<file path="src/rtl/alarm_pkg.sv">
// Shared types and constants for the alarm scheduler: FSM states, report
// severity encoding and the saturating error-count helper.
package alarm_pkg;

  typedef enum logic [1:0] {
    IDLE  = 2'd0,
    OFFER = 2'd1,
    FLUSH = 2'd2
  } state_t;

  localparam logic       SEV_WARN = 1'b0;
  localparam logic       SEV_ERR  = 1'b1;
  localparam logic [7:0] CNT_SAT  = 8'd255;

  function automatic logic [7:0] sat_inc(input logic [7:0] value);
    return (value == CNT_SAT) ? value : value + 8'd1;
  endfunction

endpackage

</file>
<file path="src/rtl/rr_pick.sv">
// Combinational round-robin picker: first set request bit strictly after
// `last`, wrapping modulo h.
module rr_pick
  import alarm_pkg::*;
#(
  parameter  int h = 8,
  localparam int W = $clog2(h)
) (
  input  logic [h-1:0] req,
  input  logic [W-1:0] last,
  output logic         found,
  output logic [W-1:0] idx
);

  logic [W-1:0] probe;

  always_comb begin
    // NOTE: every signal written here gets a default first, so no latch is inferred.
    found = 1'b0;
    idx   = '0;
    probe = '0;
    for (int k = 1; k <= h; k++) begin
      probe = W'((int'(last) + k) % h);
      if (!found && req[probe]) begin
        found = 1'b1;
        idx   = probe;
      end
    end
  end

endmodule

</file>
<file path="src/rtl/alarm_scheduler.sv">
// Latches detector warning/error edges, offers one report at a time with
// errors ranked first, and optionally pulses det_reset after an error report.
module alarm_scheduler
  import alarm_pkg::*;
#(
  parameter  int h          = 8,
  parameter  int FLUSH_CYC  = 4,
  parameter  bit AUTO_FLUSH = 1'b1,
  localparam int W          = $clog2(h)
) (
  input  logic         clock,
  input  logic         reset,
  input  logic [h-1:0] warning,
  input  logic [h-1:0] error,
  input  logic [h-1:0] mask,
  output logic         rep_valid,
  input  logic         rep_ready,
  output logic [W-1:0] rep_channel,
  output logic         rep_severity,
  output logic         det_reset,
  output logic [7:0]   err_count
);

  localparam int            CW         = (FLUSH_CYC > 1) ? $clog2(FLUSH_CYC) : 1;
  localparam logic [CW-1:0] FLUSH_LOAD = CW'(FLUSH_CYC - 1);
  localparam logic [W-1:0]  LAST_INIT  = W'(h - 1);

  state_t        state, state_n;
  logic [h-1:0]  warn_q, err_q;
  logic [h-1:0]  pw, pw_n, pe, pe_n;
  logic [h-1:0]  rise_w, rise_e;
  logic [W-1:0]  cur_ch, cur_ch_n;
  logic          cur_sev, cur_sev_n;
  logic [W-1:0]  last, last_n;
  logic [CW-1:0] flush_cnt, flush_cnt_n;
  logic [7:0]    err_cnt, err_cnt_n;
  logic          found_w, found_e;
  logic [W-1:0]  idx_w, idx_e;

  assign rise_w = warning & ~warn_q & ~mask;
  assign rise_e = error   & ~err_q  & ~mask;

  rr_pick #(.h(h)) u_pick_err (
    .req   (pe),
    .last  (last),
    .found (found_e),
    .idx   (idx_e)
  );

  rr_pick #(.h(h)) u_pick_warn (
    .req   (pw),
    .last  (last),
    .found (found_w),
    .idx   (idx_w)
  );

  always_comb begin
    state_n     = state;
    pw_n        = pw;
    pe_n        = pe;
    cur_ch_n    = cur_ch;
    cur_sev_n   = cur_sev;
    last_n      = last;
    flush_cnt_n = flush_cnt;
    err_cnt_n   = err_cnt;

    case (state)
      IDLE: begin
        if (found_e) begin
          cur_ch_n  = idx_e;
          cur_sev_n = SEV_ERR;
          state_n   = OFFER;
        end else if (found_w) begin
          cur_ch_n  = idx_w;
          cur_sev_n = SEV_WARN;
          state_n   = OFFER;
        end
      end
      OFFER: begin
        if (rep_ready) begin
          // Any acceptance retires the channel's warning; errors also retire pe.
          pw_n[cur_ch] = 1'b0;
          if (cur_sev == SEV_ERR) begin
            pe_n[cur_ch] = 1'b0;
            err_cnt_n    = sat_inc(err_cnt);
          end
          last_n = cur_ch;
          if (cur_sev == SEV_ERR && AUTO_FLUSH) begin
            state_n     = FLUSH;
            flush_cnt_n = FLUSH_LOAD;
          end else begin
            state_n = IDLE;
          end
        end
      end
      FLUSH: begin
        if (flush_cnt == '0) state_n = IDLE;
        else                 flush_cnt_n = flush_cnt - CW'(1);
      end
      default: state_n = IDLE;
    endcase

    // Masking clears pending work; a fresh edge overrides any clear this cycle.
    pw_n = (pw_n & ~mask) | rise_w;
    pe_n = (pe_n & ~mask) | rise_e;
  end

  always_ff @(posedge clock) begin
    // NOTE: registers use non-blocking assignments so every flop samples pre-edge values.
    if (reset) state <= IDLE;
    else       state <= state_n;
  end

  always_ff @(posedge clock) begin
    if (reset) begin
      warn_q    <= '0;
      err_q     <= '0;
      pw        <= '0;
      pe        <= '0;
      cur_ch    <= '0;
      cur_sev   <= SEV_WARN;
      last      <= LAST_INIT;
      flush_cnt <= '0;
      err_cnt   <= '0;
    end else begin
      warn_q    <= warning;
      err_q     <= error;
      pw        <= pw_n;
      pe        <= pe_n;
      cur_ch    <= cur_ch_n;
      cur_sev   <= cur_sev_n;
      last      <= last_n;
      flush_cnt <= flush_cnt_n;
      err_cnt   <= err_cnt_n;
    end
  end

  assign rep_valid    = (state == OFFER);
  assign det_reset    = (state == FLUSH);
  assign rep_channel  = cur_ch;
  assign rep_severity = cur_sev;
  assign err_count    = err_cnt;

endmodule

</file>
<file path="config.mk">
export PLATFORM = sky130hd
export DESIGN_NAME = alarm_scheduler
export DESIGN_NICKNAME = d
export VERILOG_FILES = /design/src/rtl/alarm_pkg.sv /design/src/rtl/rr_pick.sv /design/src/rtl/alarm_scheduler.sv
export SDC_FILE = /design/constraint.sdc
export NUM_CORES = 1
export LEC_CHECK = 0
export CAP_MARGIN = 5
export CORE_MARGIN = 5
export CORE_UTILIZATION = 50
export CTS_BUF_LIST = sky130_fd_sc_hd__clkbuf_8
export CTS_CLUSTER_DIAMETER = 30
export CTS_CLUSTER_SIZE = 40
export DETAILED_ROUTE_END_ITERATION = 16
export MAX_ROUTING_LAYER = met4
export PLACE_DENSITY = 0.81
export SLEW_MARGIN = 25
export SYNTH_ARGS = -nofsm -noshare
export SYNTH_HDL_FRONTEND = slang
export SYNTH_SLANG_ARGS = --single-unit
</file>
<file path="constraint.sdc">
create_clock -name clock -period 3.4 [get_ports clock]
set_input_delay 0.51 -clock clock [delete_from_list [all_inputs] [get_ports clock]]
set_output_delay 0.51 -clock clock [all_outputs]
set_load 0.01 [all_outputs]
</file>
==> impl_metrics.ini <==
[setup_path]
cp_slowest_cell = a221oi_1
path_buf_inv = 2
critical_path.top_delay_family = compound AO/OA/AOI/OAI gates
regToRegSetupSlack_ns = 0.12
required_ns = 3.60
reg2reg_depth = 11
crit_chain = buf_4 -> ha_1 -> xor2_2 -> mux2_2 -> a221oi_1 -> buf_4 -> a21oi_1 -> a221o_1 -> nand4_1 -> a21oi_1 -> o41ai_1
crit_type = flip-flop to flip-flop
worstPathMaxFanout = 23
max_stage_delay_ns = 0.52
end_kind = flip-flop
crit_arrival_ns = 3.48
setup.worst_path.start_class = flip-flop
r2r_start = last[1]
r2r-end = rep_channel[1]

[placed_design]
dp_slack_ns = 0.1691
dp_hpwl_um = 7929
place_area_mm2 = 0.004415
gp_congestion = 1.006
io_buffers = 40

[clock_tree]
clock_tree.root_cell = clkbuf_8
cts_tree = yes
htree_levels = 2
cts_buffers = 5
clockBufferDepth = 2
clock_sinks = 51
clk_latency_ns = 0.31
path_clk_slew_ns = 0.10
cts_hold_buffers = 0

[sta]
fmax_ghz = 0.3045
setup_violations = 0
fin_ws_ns = 0.1159
tightest_slew_ns = 0.8744
rsz0062_at_grt = no
fin_worst_skew_ns = 0.007941
slew_violations = 0
finalSetupTns_ns = 0
slew_headroom_pct = 41.71
hold_violations = 0
worst_hold_slack_ns = 0.4850
period_share_pct = 96.59
period_minus_slack_ns = 3.284

[die]
die_h_um = 98.59
die_w_um = 98.59
start_util_pct = 51.04
core_mm2 = 0.007687
rows = 32
die_area_mm2 = 0.009719
io_pins = 41

[yosys]
synth_fp_nets = 470
yosys.area.top_type = dfxtp_1
synth_common_cells = dfxtp_1, nand2_1, mux2i_1, o21ai_0, nand2b_1
netlist_area_mm2 = 0.003924
synth.top_cell.area_share_pct = 26.02
synth-edff-count = 0
synth.area.top_cells = dfxtp_1, mux4_2, mux2i_1
yosysMostFrequentCell = dfxtp_1
synth_seq_cells = 51
synthFlopType = dfxtp_1
synth_cells = 439
syn_avg_cell_area_um2 = 8.938
ys_seq_area_share_pct = 26.02
async_flop_share_pct = 0
yosys_warnings = 0
ys_types = 62

[grt]
grt.busiest_layer = met2
grtUsageTotal_pct = 22.25
use_met2_pct = 35.52
grt-ovfl-total = 0
antenna_found_initial = 0
grt_pass1_vias = 3522
gr-usage-met1_pct = 27.74
grt_use_met3_pct = 3.185
grt_max_degree = 51
grt_first_pass_wirelength_um = 17240

[drt]
first_pass_iters = 5
wl_per_cell_um = 18.44
antenna_left = 0
drc_errors = 0
drt-total-wl_um = 10720
via_per_inst = 6.330
num_vias = 3678
drtIter0Drc = 267

[status]
status = complete, no violations

[min_path]
holdPathEnd = pe[6]
min_path_type = flip-flop to flip-flop
hp-start = err_q[6]
holdPathStages = 2

[cells_and_area]
fillers = 689
area_delta_synth_final_pct = 15.91
drive_above_1_share_pct = 16.91
stdcell_area_mm2 = 0.004548
n_antenna_cell = 0
nets = 509

[pwr]
ir_worst_vdd_mv = 0.3164
leakagePower_nw = 1.752
pwr_density_cell_mw_per_mm2 = 486.8
p_total_mw = 2.214

[job]
max_cap_violations = 0
==> tightest hold or removal path, stage by stage, from the launching register on <==
cell,delay (ns)
dfxtp_1,0.31
nand2b_1,0.09
a211oi_1,0.05
==> how the worst max path moves through the flow <==
stage	startpoint	end	slack, ns	depth (start not counted)
floorplan	last[0]	rep_channel[0]	0.15	12
global placement	last[1]	rep_channel[2]	0.19	10
global route	last[1]	rep_channel[0]	0.003	9
finish	last[1]	rep_channel[1]	0.12	11
CTS	last[0]	rep_channel[0]	0.14	11
detailed placement	last[0]	rep_channel[0]	0.17	11
==> layout make-up <==
cell class	instances	area [µm²]	area share [%]
Clock inverter	3	20.02	0.4402
Multi-Input combinational cell	350	2711	59.61
Tap cell	102	127.6	2.806
Inverter	10	37.54	0.8253
Clock buffer	5	68.82	1.513
Sequential cell	51	1021	22.45
Timing Repair Buffer	60	561.8	12.35
==> logic make-up (layout without fill, tap and decap cells) <==
kind of cell | Yosys count | after routing | synth area share (%)
flip-flops | 51 | 51 | 26.02
AO/OA/AOI/OAI | 108 | 108 | 19.29
XOR/XNOR | 11 | 11 | 2.647
adder cells (fa/ha/maj) | 4 | 4 | 1.276
buffers and inverters | 38 | 78 | 5.708
multiplexers | 68 | 68 | 24.23
AND/OR/NAND/NOR | 159 | 159 | 20.82
==> layer usage <==
layer | up-vias | wire length [µm]
met5 | - | 0
li1 | 1702 | -
met1 | 1727 | 4371
met4 | 0 | 550
met2 | 192 | 5019
met3 | 57 | 774
==> power breakdown <==
part,switching (mW),internal (mW)
registers,0.0718,0.648
clock network,0.212,0.145
logic,0.607,0.530
total,0.891,1.32
==> flip-flops by register name, summed over array words and instances (netlist names) <==
register,flops
err_count,8
err_q,8
flush_cnt,2
last,3
pe,8
pw,8
rep_channel,3
rep_severity,1
state,2
warn_q,8
==> stage by stage <==
step | std cells | utilization, %
floorplan | 439 | -
global placement | 572 | 57.44
detailed placement | 572 | 57.44
CTS | 580 | 58.59
global route | 581 | 59.16
finish | 581 | 59.16
==> cells in the final DEF, fill, tap and decap left out, types with 2 or more instances in the layout <==
cell type,instances
dfxtp_1,51
nand2_1,46
clkdlybuf4s50_1,39
mux2i_1,30
o21ai_0,27
nand2b_1,24
nor2b_1,23
a211oi_1,22
nor2_1,22
a21oi_1,19
buf_4,18
mux4_2,16
mux2_2,13
nand3_1,11
inv_1,8
nor3_1,7
xor2_1,6
nand4_1,6
mux2i_2,5
clkbuf_8,5
xnor2_1,4
a221oi_1,4
or3_1,4
or2_2,3
mux4_1,3
and2_1,3
a22o_1,3
a221o_1,3
o211ai_1,3
ha_1,3
inv_2,2
and3_1,2
a221oi_2,2
a22oi_1,2
and2b_1,2
o2111ai_1,2
a21boi_0,2
a32oi_1,2
o22ai_1,2
a31oi_1,2
==> repair_timing <==
item | CTS | global route
setup buffers | 0 | 1
resized for setup | 0 | 9
setup endpoints to repair | 0 | 4
endpoints found under the hold margin | 0 | 0
Note: power is estimated with default switching activity, not from simulation.
